$ cat src/rtl/lif_neuron.sv
// Leaky integrate-and-fire neuron: weighted spike integration with leak,
// threshold firing and a fixed refractory period.
module lif_neuron #(
    parameter int unsigned NUM_INPUTS   = 4,
    parameter int unsigned WEIGHT_WIDTH = 8,
    parameter int unsigned POT_WIDTH    = 16,
    parameter int unsigned THRESHOLD    = 100,
    parameter int unsigned LEAK         = 1,
    parameter int unsigned REFRACTORY   = 3
) (
    input  logic                                                  clk,
    input  logic                                                  rst,
    input  logic                                                  en,
    input  logic [NUM_INPUTS-1:0]                                 spike_in,
    input  logic                                                  weight_we,
    input  logic [((NUM_INPUTS > 1) ? $clog2(NUM_INPUTS) : 1)-1:0] weight_addr,
    input  logic [WEIGHT_WIDTH-1:0]                               weight_din,
    output logic                                                  spike_out,
    output logic [POT_WIDTH-1:0]                                  potential,
    output logic                                                  refractory
);

    localparam int unsigned SUM_W = WEIGHT_WIDTH + $clog2(NUM_INPUTS) + 1;
    localparam int unsigned NXT_W = ((POT_WIDTH > SUM_W) ? POT_WIDTH : SUM_W) + 2;
    localparam int unsigned CNT_W = (REFRACTORY > 1) ? $clog2(REFRACTORY) : 1;

    typedef enum logic {
        INTEGRATE = 1'b0,
        REFRACT   = 1'b1
    } state_t;

    state_t                          state_q, state_d;
    logic [CNT_W-1:0]                cnt_q, cnt_d;
    logic [POT_WIDTH-1:0]            pot_d;
    logic                            spike_d;
    logic                            refr_d;
    logic signed [WEIGHT_WIDTH-1:0]  weight [NUM_INPUTS];
    logic signed [SUM_W-1:0]         syn_sum;
    logic signed [NXT_W-1:0]         pot_raw;
    logic [POT_WIDTH-1:0]            pot_clamped;

    // Synaptic weight file; writes land regardless of en or state.
    always_ff @(posedge clk or negedge rst) begin
        if (!rst) begin
            for (int i = 0; i < NUM_INPUTS; i++) begin
                weight[i] <= '0;
            end
        end else if (weight_we && (32'(weight_addr) < NUM_INPUTS)) begin
            weight[weight_addr] <= weight_din;
        end
    end

    // Signed sum of the weights of all active inputs.
    always_comb begin
        syn_sum = '0;
        for (int i = 0; i < NUM_INPUTS; i++) begin
            if (spike_in[i]) begin
                syn_sum = syn_sum + SUM_W'(weight[i]);
            end
        end
    end

    // Candidate potential at full signed width, then saturated to the register range.
    always_comb begin
        pot_raw = signed'(NXT_W'(potential)) + NXT_W'(syn_sum) - signed'(NXT_W'(LEAK));
        if (pot_raw[NXT_W-1]) begin
            pot_clamped = '0;
        end else if (|pot_raw[NXT_W-2:POT_WIDTH]) begin
            pot_clamped = '1;
        end else begin
            pot_clamped = pot_raw[POT_WIDTH-1:0];
        end
    end

    always_comb begin
        state_d = state_q;
        cnt_d   = cnt_q;
        pot_d   = potential;
        spike_d = 1'b0;
        refr_d  = refractory;
        if (en) begin
            unique case (state_q)
                INTEGRATE: begin
                    if (pot_clamped >= POT_WIDTH'(THRESHOLD)) begin
                        pot_d   = '0;
                        spike_d = 1'b1;
                        state_d = REFRACT;
                        cnt_d   = CNT_W'(REFRACTORY - 1);
                        refr_d  = 1'b1;
                    end else begin
                        pot_d = pot_clamped;
                    end
                end
                REFRACT: begin
                    pot_d = '0;
                    if (cnt_q == '0) begin
                        state_d = INTEGRATE;
                        refr_d  = 1'b0;
                    end else begin
                        cnt_d = cnt_q - CNT_W'(1);
                    end
                end
                default: begin
                    state_d = INTEGRATE;
                    refr_d  = 1'b0;
                end
            endcase
        end
    end

    always_ff @(posedge clk or negedge rst) begin
        if (!rst) begin
            state_q    <= INTEGRATE;
            cnt_q      <= '0;
            potential  <= '0;
            spike_out  <= 1'b0;
            refractory <= 1'b0;
        end else begin
            state_q    <= state_d;
            cnt_q      <= cnt_d;
            potential  <= pot_d;
            spike_out  <= spike_d;
            refractory <= refr_d;
        end
    end

endmodule

$ cat config.mk
export PLATFORM = sky130hd
export DESIGN_NAME = lif_neuron
export DESIGN_NICKNAME = d
export VERILOG_FILES = /design/src/rtl/lif_neuron.sv
export SDC_FILE = /design/constraint.sdc
export NUM_CORES = 1
export LEC_CHECK = 0
export CORE_ASPECT_RATIO = 1.1
export CORE_MARGIN = 5
export CORE_UTILIZATION = 50
export CTS_CLUSTER_DIAMETER = 100
export DETAILED_ROUTE_END_ITERATION = 12
export GPL_ROUTABILITY_DRIVEN = 0
export PLACE_DENSITY_LB_ADDON = 0.2
export SYNTH_ARGS = -nofsm -noshare
export SYNTH_HDL_FRONTEND = slang
export SYNTH_SLANG_ARGS = --single-unit
$ cat constraint.sdc
create_clock -name clk -period 10.2 [get_ports clk]
set_input_delay 3.06 -clock clk [delete_from_list [all_inputs] [get_ports clk]]
set_output_delay 3.06 -clock clk [all_outputs]
set_load 0.1 [all_outputs]
==> results.sh, run 1 <==
export IMPL_wire_per_inst_um=15.3
export IMPL_wl_mm=11.7
export IMPL_worst_slew_pin_slew_ns=0.991
export IMPL_netlist_area_leader_share_pct=28.2
export IMPL_synth_cell_types=58
export IMPL_tns_ns=0
export IMPL_worstSkewPairLatency_ns=0.31
export IMPL_required_ns=10.42
export IMPL_core_region_area_mm2=0.00931
export IMPL_fin_nets=721
export IMPL_r2r_end="potential[5]"
export IMPL_grt_pass1_vias=4314
export IMPL_start_util_pct=50.6
export IMPL_whs_endpoint="weight[31]"
export IMPL_holdCritStartpoint="weight[31]"
export IMPL_fin_cells=762
export IMPL_setup_viol_count_final=0
export IMPL_die_w_um=103
export IMPL_numCtsBuffers=5
export IMPL_max_freq_ghz=0.0988
export IMPL_whs_ns=0.525
export IMPL_rsz0062_at_grt="true"
export IMPL_yosys_top_cells_count="57 x inv_1, 55 x ha_1, 53 x dfrtp_1, 43 x mux2_2, 38 x nand2_1"
export IMPL_die_h_um=112
export IMPL_hold_depth=1
export IMPL_reg2reg_slack_ns=2.51
export IMPL_area_growth_pct=35.7
export IMPL_fin_crit_sh_pct=99.3
export IMPL_cp_num_buf_inv=4
export IMPL_worstSetupEndpointType="flip-flop"
export IMPL_slowest_stage="or4_4"
export IMPL_dp_cells=749
export IMPL_path_delay_family="compound AO/OA/AOI/OAI gates"
export IMPL_final_max_slew_viol_count=0
export IMPL_ff2ff_path_depth=35
export IMPL_via_count=4184
export IMPL_syn_area_mm2=0.00471
export IMPL_worstPathArrival_ns=10.34
export IMPL_portBuffers=35
export IMPL_yosysMostFrequentCell="inv_1"
export IMPL_ys_async_sr_fraction_pct=100
export IMPL_fp_dieArea_mm2=0.0115
export IMPL_synth_edf_count=0
export IMPL_synthFlopType="dfrtp_1"
export IMPL_grt_max_degree=54
export IMPL_worstReg2RegStart="weight[24]"
export IMPL_ys_seq_area_share_pct=28.2
export IMPL_drc=0
export IMPL_clock_sinks=53
export IMPL_pre_cts_slack_ns=-1.05
export IMPL_synth_warnings=0
export IMPL_worst_path_stages=36
export IMPL_ys_ff_latch=53
export IMPL_synth_area_leaders="dfrtp_1 28%, ha_1 15%, mux2_2 10%, inv_1 4.5%, o21ai_0 3.9%"
export IMPL_drtIter0Drc=148
export IMPL_h_tree_depth=2
export IMPL_syn_instance_count=519
export IMPL_grt_use_total_pct=20.1
export IMPL_grt_first_pass_wirelength_mm=19.0
export IMPL_drt_vias_per_instance=5.49
export IMPL_min_period_ns=10.12
export IMPL_drive_gt1_share_pct=33.2
export IMPL_io_pins=36
export IMPL_finalHoldViolations=0
export IMPL_max_slew_margin_pct=33.7
export IMPL_cap_violations=0
export IMPL_criticalPathCategory="input port to flip-flop"
export IMPL_finClkSkew_ns=0.00968
export IMPL_status="finished, final reports clean"
export IMPL_startpoint_type="input port"
export IMPL_min_path_type="flip-flop to flip-flop"
export IMPL_cts_buffer_depth=2
export IMPL_worst_slack_ns=0.0757
export IMPL_rows=37
export IMPL_grt_overflow=0
export IMPL_ctsRootBufferMaster="clkbuf_8"
export IMPL_dr_pass1_iters=5
export IMPL_critPathMaxStageDelay_ns=0.55
export IMPL_critPathMaxFanout=7
export IMPL_antenna_found_initial=0
export IMPL_antenna_cells=0
export IMPL_ant_nets=0
export IMPL_clk_pin_slew_ns=0.11
export IMPL_avgSynthCellArea_um2=9.07
export IMPL_yosys_area_top_type="dfrtp_1"
export IMPL_synth_nets=596
export IMPL_cts_tree="built"
export IMPL_place_hpwl_mm=8.88
[state kept, by name (all words and copies together) (netlist names)]
register    flops
state_q         1
cnt_q           2
spike_out       1
refractory      1
weight         32
potential      16
[final cells by class]
class	count	area, um2
Inverter	57	214
Clock inverter	3	43.8
Sequential cell	53	1330
Tap cell	117	146
Timing Repair Buffer	130	1070
Fill cell	720	2910
Clock buffer	5	68.8
Multi-Input combinational cell	397	3520
[cells in the final DEF (no fill, tap or decap), types with 3 or more instances in the layout]
cell | Yosys | final
a21oi_2 | 1 | 3
ha_4 | 0 | 11
nand3_1 | 12 | 12
a21oi_4 | 0 | 4
dfrtp_1 | 53 | 53
a21o_1 | 5 | 5
fa_1 | 4 | 3
and2_1 | 4 | 3
a31oi_1 | 4 | 4
o21a_1 | 7 | 6
clkbuf_8 | 0 | 5
clkdlybuf4s50_1 | 0 | 33
mux2_2 | 43 | 41
nor2_1 | 31 | 29
o22ai_1 | 6 | 6
o22ai_2 | 7 | 7
xor2_1 | 17 | 14
ha_1 | 55 | 42
o21ai_0 | 37 | 31
inv_1 | 57 | 54
nand2_1 | 38 | 36
a21oi_1 | 28 | 22
nand3b_1 | 3 | 3
or3_1 | 4 | 3
nand2b_1 | 9 | 9
mux2i_1 | 7 | 6
o21ai_2 | 0 | 5
xnor2_1 | 18 | 16
buf_4 | 0 | 93
nor2b_1 | 14 | 14
inv_2 | 0 | 3
[through the flow]
step           util [%]  instance area, um2
2_1_floorplan         -                4820
3_3_place_gp       63.5                5910
3_5_place_dp       63.5                5910
4_1_cts            66.1                6150
5_1_grt            68.7                6390
6_report           68.7                6390
[worst register-to-register path, delay by kind of cell (launching register included)]
kind / cells / cell delay, ns
buf+inv: 3 / 0.28
fa+ha+maj: 6 / 1.57
mux: 1 / 0.30
xor+xnor: 6 / 0.96
simple gates: 7 / 1.96
flops: 1 / 0.41
compound gates: 12 / 2.12
[how the worst max path moves through the flow]
stage,from,endpoint
2_1_floorplan,spike_in[0],potential[2]
3_3_place_gp,spike_in[0],potential[0]
3_5_place_dp,spike_in[0],potential[5]
4_1_cts,spike_in[0],potential[5]
5_1_grt,spike_in[0],potential[4]
6_report,spike_in[0],potential[5]
[metal layers]
layer / vias up / wire [um] / part of all wire (%) / track usage (%)
met5: - / 0 / 0 / 0
met2: 66 / 6360 / 55 / 38.0
met3: 19 / 230 / 2.0 / 2.57
li1: 2059 / - / - / -
met1: 2040 / 4860 / 42 / 23.1
met4: 0 / 212 / 1.8 / 5.16
[logic make-up (layout without fill, tap and decap cells)]
group                    after synthesis  in the layout  synth area share, %
buffers and inverters                 69            195                 5.66
multiplexers                          50             50                 11.8
AND/OR/NAND/NOR                      129            129                 13.4
adder cells (fa/ha/maj)               60             60                 16.5
XOR/XNOR                              35             35                 6.51
flip-flops                            53             53                 28.2
AO/OA/AOI/OAI                        123            123                 17.9
[repair_timing]
item,in CTS,in global routing
pin swaps,18,43
hold buffers,0,0
setup endpoints to repair,12,12
gates resized for setup,27,40
setup buffers,3,2
Power of run 1 is not shown: default switching activity piles up to over one toggle a cycle in this logic, so the estimate is an artifact.
==> run 2, diff against run 1 <==
CORE_UTILIZATION = 37   (was 50)
GPL_ROUTABILITY_DRIVEN = 1   (was 0)
==> run 2 against run 1 <==
Compared with the run above:
- clock skew shrank 0.0032 ns
- core utilization shrank 18 points
- cell area shrank 0.63%
- critical path type unchanged
- first-iteration DRC count shrank 33%
- die area grew 32%
- global-route usage shrank 4.5 points
- via count shrank 1.9%
- hold slack lost 0.010 ns
- sequential share of layout area grew 0.13 points
- sequential cell count is the same
==> results.sh, run 2 (same netlist as run 1, synthesis figures left out) <==
export IMPL_drc=0
export IMPL_area_growth_pct=34.9
export IMPL_via_count=4103
export IMPL_cap_violations=0
export IMPL_cts_buffer_depth=2
export IMPL_path_delay_family="compound AO/OA/AOI/OAI gates"
export IMPL_rows=43
export IMPL_finalHoldViolations=0
export IMPL_ctsRootBufferMaster="clkbuf_16"
export IMPL_cts_tree="built"
export IMPL_drtIter0Drc=99
export IMPL_r2r_end="potential[2]"
export IMPL_place_hpwl_mm=8.95
export IMPL_final_cell_mix="100 x buf_4, 55 x inv_1, 53 x dfrtp_1"
export IMPL_grt_use_total_pct=15.6
export IMPL_worstReg2RegStart="weight[24]"
export IMPL_wl_mm=11.5
export IMPL_fill_cells=1162
export IMPL_max_slew_margin_pct=34.5
export IMPL_die_w_um=118
export IMPL_multi_input_area_mm2=0.00335
export IMPL_dr_pass1_iters=4
export IMPL_worstPathArrival_ns=10.32
export IMPL_whs_endpoint="weight[31]"
export IMPL_slowest_stage="or4b_1"
export IMPL_min_period_ns=10.11
export IMPL_gp_congestion=0.801
export IMPL_ff2ff_path_depth=37
export IMPL_ant_nets=0
export IMPL_setup_viol_count_final=0
export IMPL_fp_dieArea_mm2=0.0151
export IMPL_cp_common_cell="xnor2_1"
export IMPL_criticalPathCategory="input port to flip-flop"
export IMPL_critPathMaxStageDelay_ns=0.54
export IMPL_grt_pass1_vias=4367
export IMPL_required_ns=10.41
export IMPL_grt_first_pass_wirelength_mm=19.7
export IMPL_rsz0062_at_grt="true"
export IMPL_reg_top3="weight x32, potential x16, cnt_q x2"
export IMPL_clock_sinks=53
export IMPL_startpoint_type="input port"
export IMPL_h_tree_depth=2
export IMPL_core_region_area_mm2=0.0125
export IMPL_layout_commonest_cell="buf_4"
export IMPL_die_h_um=128
export IMPL_max_freq_ghz=0.0989
export IMPL_grt_max_degree=54
export IMPL_portBuffers=35
export IMPL_cp_num_buf_inv=4
export IMPL_largest_register_ffs=32
export IMPL_antenna_found_initial=0
export IMPL_min_path_type="flip-flop to flip-flop"
export IMPL_status="finished, final reports clean"
export IMPL_seqCellArea_mm2=0.00133
export IMPL_worst_slew_pin_slew_ns=0.979
export IMPL_drt_vias_per_instance=5.08
export IMPL_finClkSkew_ns=0.00644
export IMPL_top_register="weight"
export IMPL_whs_ns=0.514
export IMPL_fin_crit_sh_pct=99.1
export IMPL_hold_depth=1
export IMPL_wire_per_inst_um=14.2
export IMPL_worstSkewPairLatency_ns=0.31
export IMPL_final_max_slew_viol_count=0
export IMPL_numCtsBuffers=5
export IMPL_grt_overflow=0
export IMPL_io_pins=36
export IMPL_antenna_cells=0
export IMPL_fin_nets=727
export IMPL_clk_pin_slew_ns=0.08
export IMPL_drive_gt1_share_pct=30.6
export IMPL_worstSetupEndpointType="flip-flop"
export IMPL_start_util_pct=37.6
export IMPL_reg2reg_slack_ns=2.49
export IMPL_critPathMaxFanout=7
export IMPL_holdCritStartpoint="weight[31]"
run 2: worst max-delay path by stage:
| stage | startpoint | endpoint | cells past startpoint |
|---|---|---|---|
| after floorplan | spike_in[0] | potential[2] | 37 |
| after global placement | spike_in[0] | potential[2] | 38 |
| after detailed placement | spike_in[0] | potential[2] | 38 |
| after CTS | spike_in[0] | potential[2] | 36 |
| after global routing | spike_in[0] | potential[2] | 38 |
| final | spike_in[0] | potential[2] | 38 |
run 2: metrics by stage:
stage	setup TNS [ns]	std cells	setup slack, ns	util (%)	instance area [um2]
2_1_floorplan	-0.142	519	-0.0206	-	4820
3_3_place_gp	-10.35	794	-0.969	47.8	5990
3_5_place_dp	-12.10	794	-1.12	47.8	5990
4_1_cts	0	805	0.00330	50.0	6270
5_1_grt	-1.86	808	-0.254	50.7	6350
6_report	0	808	0.0869	50.7	6350
run 2: cell type report:
cell class / count / share of cell area [%]
Multi-Input combinational cell: 397 / 52.8
Sequential cell: 53 / 20.9
Timing Repair Buffer: 136 / 17.5
Tap cell: 157 / 3.09
Clock buffer: 5 / 1.97
Clock inverter: 3 / 0.414
Inverter: 57 / 3.37
run 2: layer usage:
layer	wire (um)	global-route usage (%)	share of wire, %
met1	5120	18.1	45
met2	5800	28.7	51
met3	303	2.69	2.6
met4	264	5.74	2.3
met5	0	0	0
run 2: repair_timing:
action                                  4_1_cts  5_1_grt
setup buffers                                 3        3
hold buffers                                  0        0
endpoints found under the setup margin       12       12
pin swaps                                    27       11
resized for setup                            25       14
run 2: worst register-to-register path: cells and delay by family (launching register included):
family / cells / cell delay [ns]
buf+inv: 3 / 0.23
compound gates: 13 / 2.14
mux: 1 / 0.28
flops: 1 / 0.41
simple gates: 8 / 2.08
xor+xnor: 6 / 0.86
fa+ha+maj: 6 / 1.60
Power of run 2 is left out for the same reason.
==> run 3, diff against run 2 <==
CELL_PAD_IN_SITES_DETAIL_PLACEMENT = 1   (was not set)
CELL_PAD_IN_SITES_GLOBAL_PLACEMENT = 2   (was not set)
CORE_MARGIN = 8   (was 5)
HOLD_SLACK_MARGIN = 0.08   (was not set)
==> run 3 against run 2 <==
Compared with the run above:
- hold slack is essentially flat
- die area grew 10%
- global-route usage up 2.0 points
- largest cell class unchanged
- critical path depth shrank 1
- final cell count increased by 1.4%
- fmax shrank 0.38%
- non-clock buffer count is 11 higher
- clock-buffer cell count up 1
- clock skew shrank 0.0028 ns
- critical endpoint is now potential[0]
- sequential cell count unchanged
- core utilization increased by 1.7 points
- first-iteration DRC count is 2.0% higher
==> results.sh, run 3 (same netlist as run 1, synthesis figures left out) <==
export IMPL_met1_usage_pct=17.6
export IMPL_min_period_ns=10.15
export IMPL_setup_viol_count_final=0
export IMPL_startpoint_type="input port"
export IMPL_place_hpwl_mm=10.9
export IMPL_rows=43
export IMPL_layout_commonest_cell="buf_4"
export IMPL_drt_vias_per_instance=5.17
export IMPL_drc=0
export IMPL_top_register="weight"
export IMPL_critPathMaxStageDelay_ns=0.50
export IMPL_drive_gt1_share_pct=34.7
export IMPL_rsz0062_at_grt="true"
export IMPL_start_util_pct=37.6
export IMPL_die_h_um=134
export IMPL_h_tree_depth=2
export IMPL_finClkSkew_ns=0.00365
export IMPL_area_growth_pct=39.4
export IMPL_worstPathArrival_ns=10.38
export IMPL_fin_crit_sh_pct=99.5
export IMPL_worstSkewPairLatency_ns=0.30
export IMPL_final_cell_mix="109 x buf_4, 54 x inv_1, 53 x dfrtp_1"
export IMPL_antenna_found_initial=0
export IMPL_antenna_cells=0
export IMPL_grt_overflow=0
export IMPL_slowest_stage="or4_4"
export IMPL_wl_mm=14.0
export IMPL_grt_max_degree=54
export IMPL_fin_nets=738
export IMPL_via_count=4238
export IMPL_drtIter0Drc=101
export IMPL_busiest_layer="met2"
export IMPL_grt_first_pass_wirelength_mm=23.4
export IMPL_required_ns=10.43
export IMPL_ctsRootBufferMaster="clkbuf_16"
export IMPL_worst_slew_pin_slew_ns=0.994
export IMPL_placed_area_mm2=0.00601
export IMPL_cp_common_cell="ha_4"
export IMPL_cts_tree="built"
export IMPL_worstSetupEndpointType="flip-flop"
export IMPL_io_pins=36
export IMPL_status="finished, final reports clean"
export IMPL_numCtsBuffers=5
export IMPL_dr_pass1_iters=4
export IMPL_fill_cells=1436
export IMPL_criticalPathCategory="input port to flip-flop"
export IMPL_reg_top3="weight x32, potential x16, cnt_q x2"
export IMPL_largest_register_ffs=32
export IMPL_fp_dieArea_mm2=0.0166
export IMPL_grt_use_total_pct=17.5
export IMPL_portBuffers=35
export IMPL_max_slew_margin_pct=33.5
export IMPL_finalHoldViolations=0
export IMPL_grt_pass1_vias=4774
export IMPL_min_path_type="flip-flop to flip-flop"
export IMPL_max_freq_ghz=0.0985
export IMPL_core_region_area_mm2=0.0125
export IMPL_cap_violations=0
export IMPL_critPathMaxFanout=7
export IMPL_clk_pin_slew_ns=0.07
export IMPL_gp_congestion=0.807
export IMPL_final_max_slew_viol_count=0
export IMPL_ant_nets=0
export IMPL_clock_sinks=53
export IMPL_stdcell_area_mm2=0.00657
export IMPL_use_met3_pct=2.90
export IMPL_use_met2_pct=35.5
export IMPL_die_w_um=124
export IMPL_cts_buffer_depth=2
export IMPL_wire_per_inst_um=17.1
-- run 3: cell types whose count changed in the layout (fill, tap and decap cells not counted), sizes merged --
cell and change:
clkbuf +1, clkinv -1, buf +11
-- run 3: stage by stage --
step	setup WS (ns)	hold WS, ns	util, %	cells	TNS (ns)
final	0.0481	0.514	52.4	819	0
after global routing	-0.289	0.532	52.4	819	-2.54
after CTS	0.0147	0.515	50.8	812	0
after detailed placement	-1.25	0.498	47.9	795	-13.61
after global placement	-1.16	0.492	47.9	795	-12.79
after floorplan	-0.0206	0.468	-	519	-0.142
-- run 3: layout make-up --
cell class                      instances  area [um2]  area share, %
Multi-Input combinational cell        397        3480           53.1
Sequential cell                        53        1330           20.2
Tap cell                              157         196           2.99
Inverter                               57         214           3.26
Clock buffer                            6         129           1.96
Clock inverter                          2        13.8          0.210
Timing Repair Buffer                  147        1200           18.3
-- run 3: layer usage --
| layer | vias up | part of all wire, % | routed length, um |
|---|---|---|---|
| met5 | - | 0 | 0 |
| met4 | 0 | 0.97 | 136 |
| met3 | 9 | 1.9 | 262 |
| met2 | 23 | 59 | 8250 |
| met1 | 2111 | 38 | 5370 |
| li1 | 2095 | - | - |
-- run 3: critical path, delay by kind of cell --
kind	cells	cell delay, ns
AOI/OAI and AO/OA	11	2.02
xor gates and xnor gates	6	1.07
adders and majority gates	6	1.51
buffers and inverters	4	0.35
muxes	1	0.29
and+or+nand+nor	9	2.08
-- run 3: final timing paths --
kind                                end        start  depth (start not counted)  slack [ns]
max reg2reg                potential[0]   weight[24]                         36        2.46
min in group asynchronous    weight[24]          rst                          2        2.90
max in group asynchronous    weight[20]          rst                          2        6.82
max                        potential[0]  spike_in[0]                         37        0.05
min                          weight[31]   weight[31]                          1        0.51
min reg2reg                  weight[31]   weight[31]                          1        0.51
-- run 3: timing repair --
action | CTS | global route
hold buffers | 0 | 0
gates resized for setup | 40 | 27
pin swaps | 32 | 38
setup buffers | 9 | 7
endpoints found under the setup margin | 12 | 12
Power of run 3 is left out for the same reason.
==> patch (config.mk and constraints of run 1) <==
Make the reset (`rst`) synchronous in 2 clocked blocks.
--- a/src/rtl/lif_neuron.sv
+++ b/src/rtl/lif_neuron.sv
@@ -42,3 +42,3 @@
     // Synaptic weight file; writes land regardless of en or state.
-    always_ff @(posedge clk or negedge rst) begin
+    always_ff @(posedge clk) begin
         if (!rst) begin
@@ -110,3 +110,3 @@
 
-    always_ff @(posedge clk or negedge rst) begin
+    always_ff @(posedge clk) begin
         if (!rst) begin
Behaviour: differs if rst is asserted again (counterexample within 4 cycles, from zero or initial values and one cycle with rst low); with rst held inactive, the same outputs for 4 cycles.
==> patch against run 1 <==
- routed wire length is 8.6% higher
- count of clock-buffer cells in the layout unchanged
- core utilization decreased by 0.67 points
- sequential cell count is the same
- synthesized area rose by 1.6%
- non-clock buffer count rose by 2
- synthesized cell count is 3.9% higher
- design area shrank 0.49%
- clock skew barely moved
- worst setup slack gained 0.17 ns
- critical path type unchanged
- critical endpoint is now potential[2]$_SDFFE_PN0P_
==> patch: results (changes against run 1) <==
Post-Syn Nets - 614 (was 596)
NumNets Final - 741 (was 721)
Routed Wire Length - 12,700 um (was 11,700 um)
Port Buffer Count - 35 (unchanged)
register area share after synthesis - 0.289 (was 0.282)
crit-path max FO - 7 (unchanged)
Synth top area share - 0.201 (was 0.282)
HPWL after detailed placement - 9460 um (was 8880 um)
Hold Path Origin - potential[8]$_SDFFE_PN0P_ (was weight[31]$_DFFE_PN0P_)
Synth Instances - 539 (was 519)
clock tree buffer depth - 2 (unchanged)
largest cells by area after synthesis - edfxtp_1, ha_1, dfxtp_1 (was dfrtp_1, ha_1, mux2_2)
worst skew pair latency - 0.33 ns (was 0.31 ns)
worst r2r src - weight[0][0]$_SDFFCE_PN0P_ (was weight[24]$_DFFE_PN0P_)
relative slew slack - 0.251 (was 0.337)
vias in the first global route - 4,496 (was 4,314)
Starting DRT DRC Count - 184 (was 148)
Synth top cells by count - inv_1, ha_1, nand2_1 (was inv_1, ha_1, dfrtp_1)
yosys warns - 0 (unchanged)
outcome - completed (unchanged)
highest cell delay on the worst timing path - 0.41 ns (was 0.55 ns)
largest net degree at the start of global routing - 22 (was 54)
clock root buffer - clkbuf_8 (unchanged)
Max Cap Viol - 0 (unchanged)
LEAKAGE - 2.84 nW
CP max stage cell - or3_4 (was or4_4)
Vias - 4,389 (was 4,184)
first-pass GRT wire length - 20,900 um (was 19,000 um)
initial antenna violation count - 0 (unchanged)
total CTS buffers - 5 (unchanged)
Top delay family on crit path - simple AND/OR/NAND/NOR gates (was compound AO/OA/AOI/OAI gates)
DR vias/cell - 5.60 (was 5.49)
H-tree depth - 2 (unchanged)
most common cell after layout, fill and taps aside - buf_4 (unchanged)
total global-route track usage - 0.223 (was 0.201)
Post-synth EDFFs - 32 (was 0)
placed insts - 765 (was 749)
worst slack at placement - -0.880 ns (was -1.05 ns)
Hold Crit Class - reg -> reg (unchanged)
DRT Pass-1 Iters - 5 (unchanged)
Yosys cell types - 73 (was 58)
ys async rst share - 0 (was 1.00)
Final Skew - 0.00956 ns (was 0.00968 ns)
Worst-path clk slew - 0.11 ns (about the same)
Diodes inserted - 0 (unchanged)
final hold violation count - 0 (unchanged)
Placed Area - 5860 um2 (was 5910 um2)
share of layout cells above drive strength 1 - 0.262 (was 0.332)
Worst Setup SP - spike_in[0] (unchanged)
Arr. time, crit path - 10.18 ns (was 10.34 ns)
peak supply drop - 235 uV
Largest regs - weight: 32 flops, potential: 16 flops, cnt_q: 2 flops (unchanged)
-- patch: cell types whose count changed after synthesis, moves of 11 or more --
cell | before | now
edfxtp_1 | 0 | 32
nor2_1 | 31 | 15
mux2_2 | 43 | 7
and2_1 | 4 | 36
a21oi_1 | 28 | 39
dfxtp_1 | 0 | 21
dfrtp_1 | 53 | 0
-- patch: per-layer routing --
metal	GRT usage	vias to the layer above	wire, um
met4	0.0760	0	364
met2	0.383	98	6390
met3	0.0311	38	382
met5	0	-	0
li1	-	2162	-
met1	0.283	2091	5530
-- patch: repair_timing --
action | 4_1_cts | 5_1_grt
buffers inserted | 4 | 8
pin swaps | 17 | 26
endpoints found under the setup margin | 12 | 12
resized for setup | 29 | 32
-- patch: cell type report --
cell class / count / area [um2]
Fill cell: 741 / 2990
Clock buffer: 5 / 68.8
Multi-Input combinational cell: 407 / 3390
Tap cell: 117 / 146
Inverter: 67 / 251
Timing Repair Buffer: 132 / 1090
Sequential cell: 53 / 1380
Clock inverter: 3 / 28.8
-- patch: cell families after synthesis --
family,count (synthesis),synth area share
xor gates and xnor gates,34,0.0654
AOI/OAI and AO/OA,139,0.198
buffers and inverters,79,0.0657
adders and majority gates,58,0.158
DFF,53,0.289
and+or+nand+nor,159,0.184
muxes,17,0.0400
-- patch: final timing paths --
kind                            cells past startpoint                         to  slack, ns
worst min register to register                      1  potential[8]$_SDFFE_PN0P_       0.50
worst min-delay path                                1  potential[8]$_SDFFE_PN0P_       0.50
worst max register to register                     37  potential[2]$_SDFFE_PN0P_       2.66
worst max-delay path                               38  potential[2]$_SDFFE_PN0P_       0.25
-- patch: where the power goes --
group	switching, W	leakage, nW	internal (W)	total [W]
logic	0.000647	2.31	0.000571	0.00122
clock network	0.0000821	0.0506	0.0000516	0.000134
registers	0.0000148	0.482	0.000244	0.000259
total	0.000744	2.84	0.000867	0.00161
-- patch: stage by stage --
stage	TNS (ns)	hold WS (ns)
3_5_place_dp	-9.38	0.475
2_1_floorplan	0	0.509
6_report	0	0.499
3_3_place_gp	-7.04	0.460
5_1_grt	-0.877	0.524
4_1_cts	0	0.490
-- patch: worst register-to-register path, delay by kind of cell, from the launching register on --
family,cells,cell delay [ns]
mux,3,0.73
buf+inv,4,0.53
xor+xnor,4,0.63
compound gates,10,1.74
fa+ha+maj,6,1.55
flops,1,0.42
simple gates,10,1.87
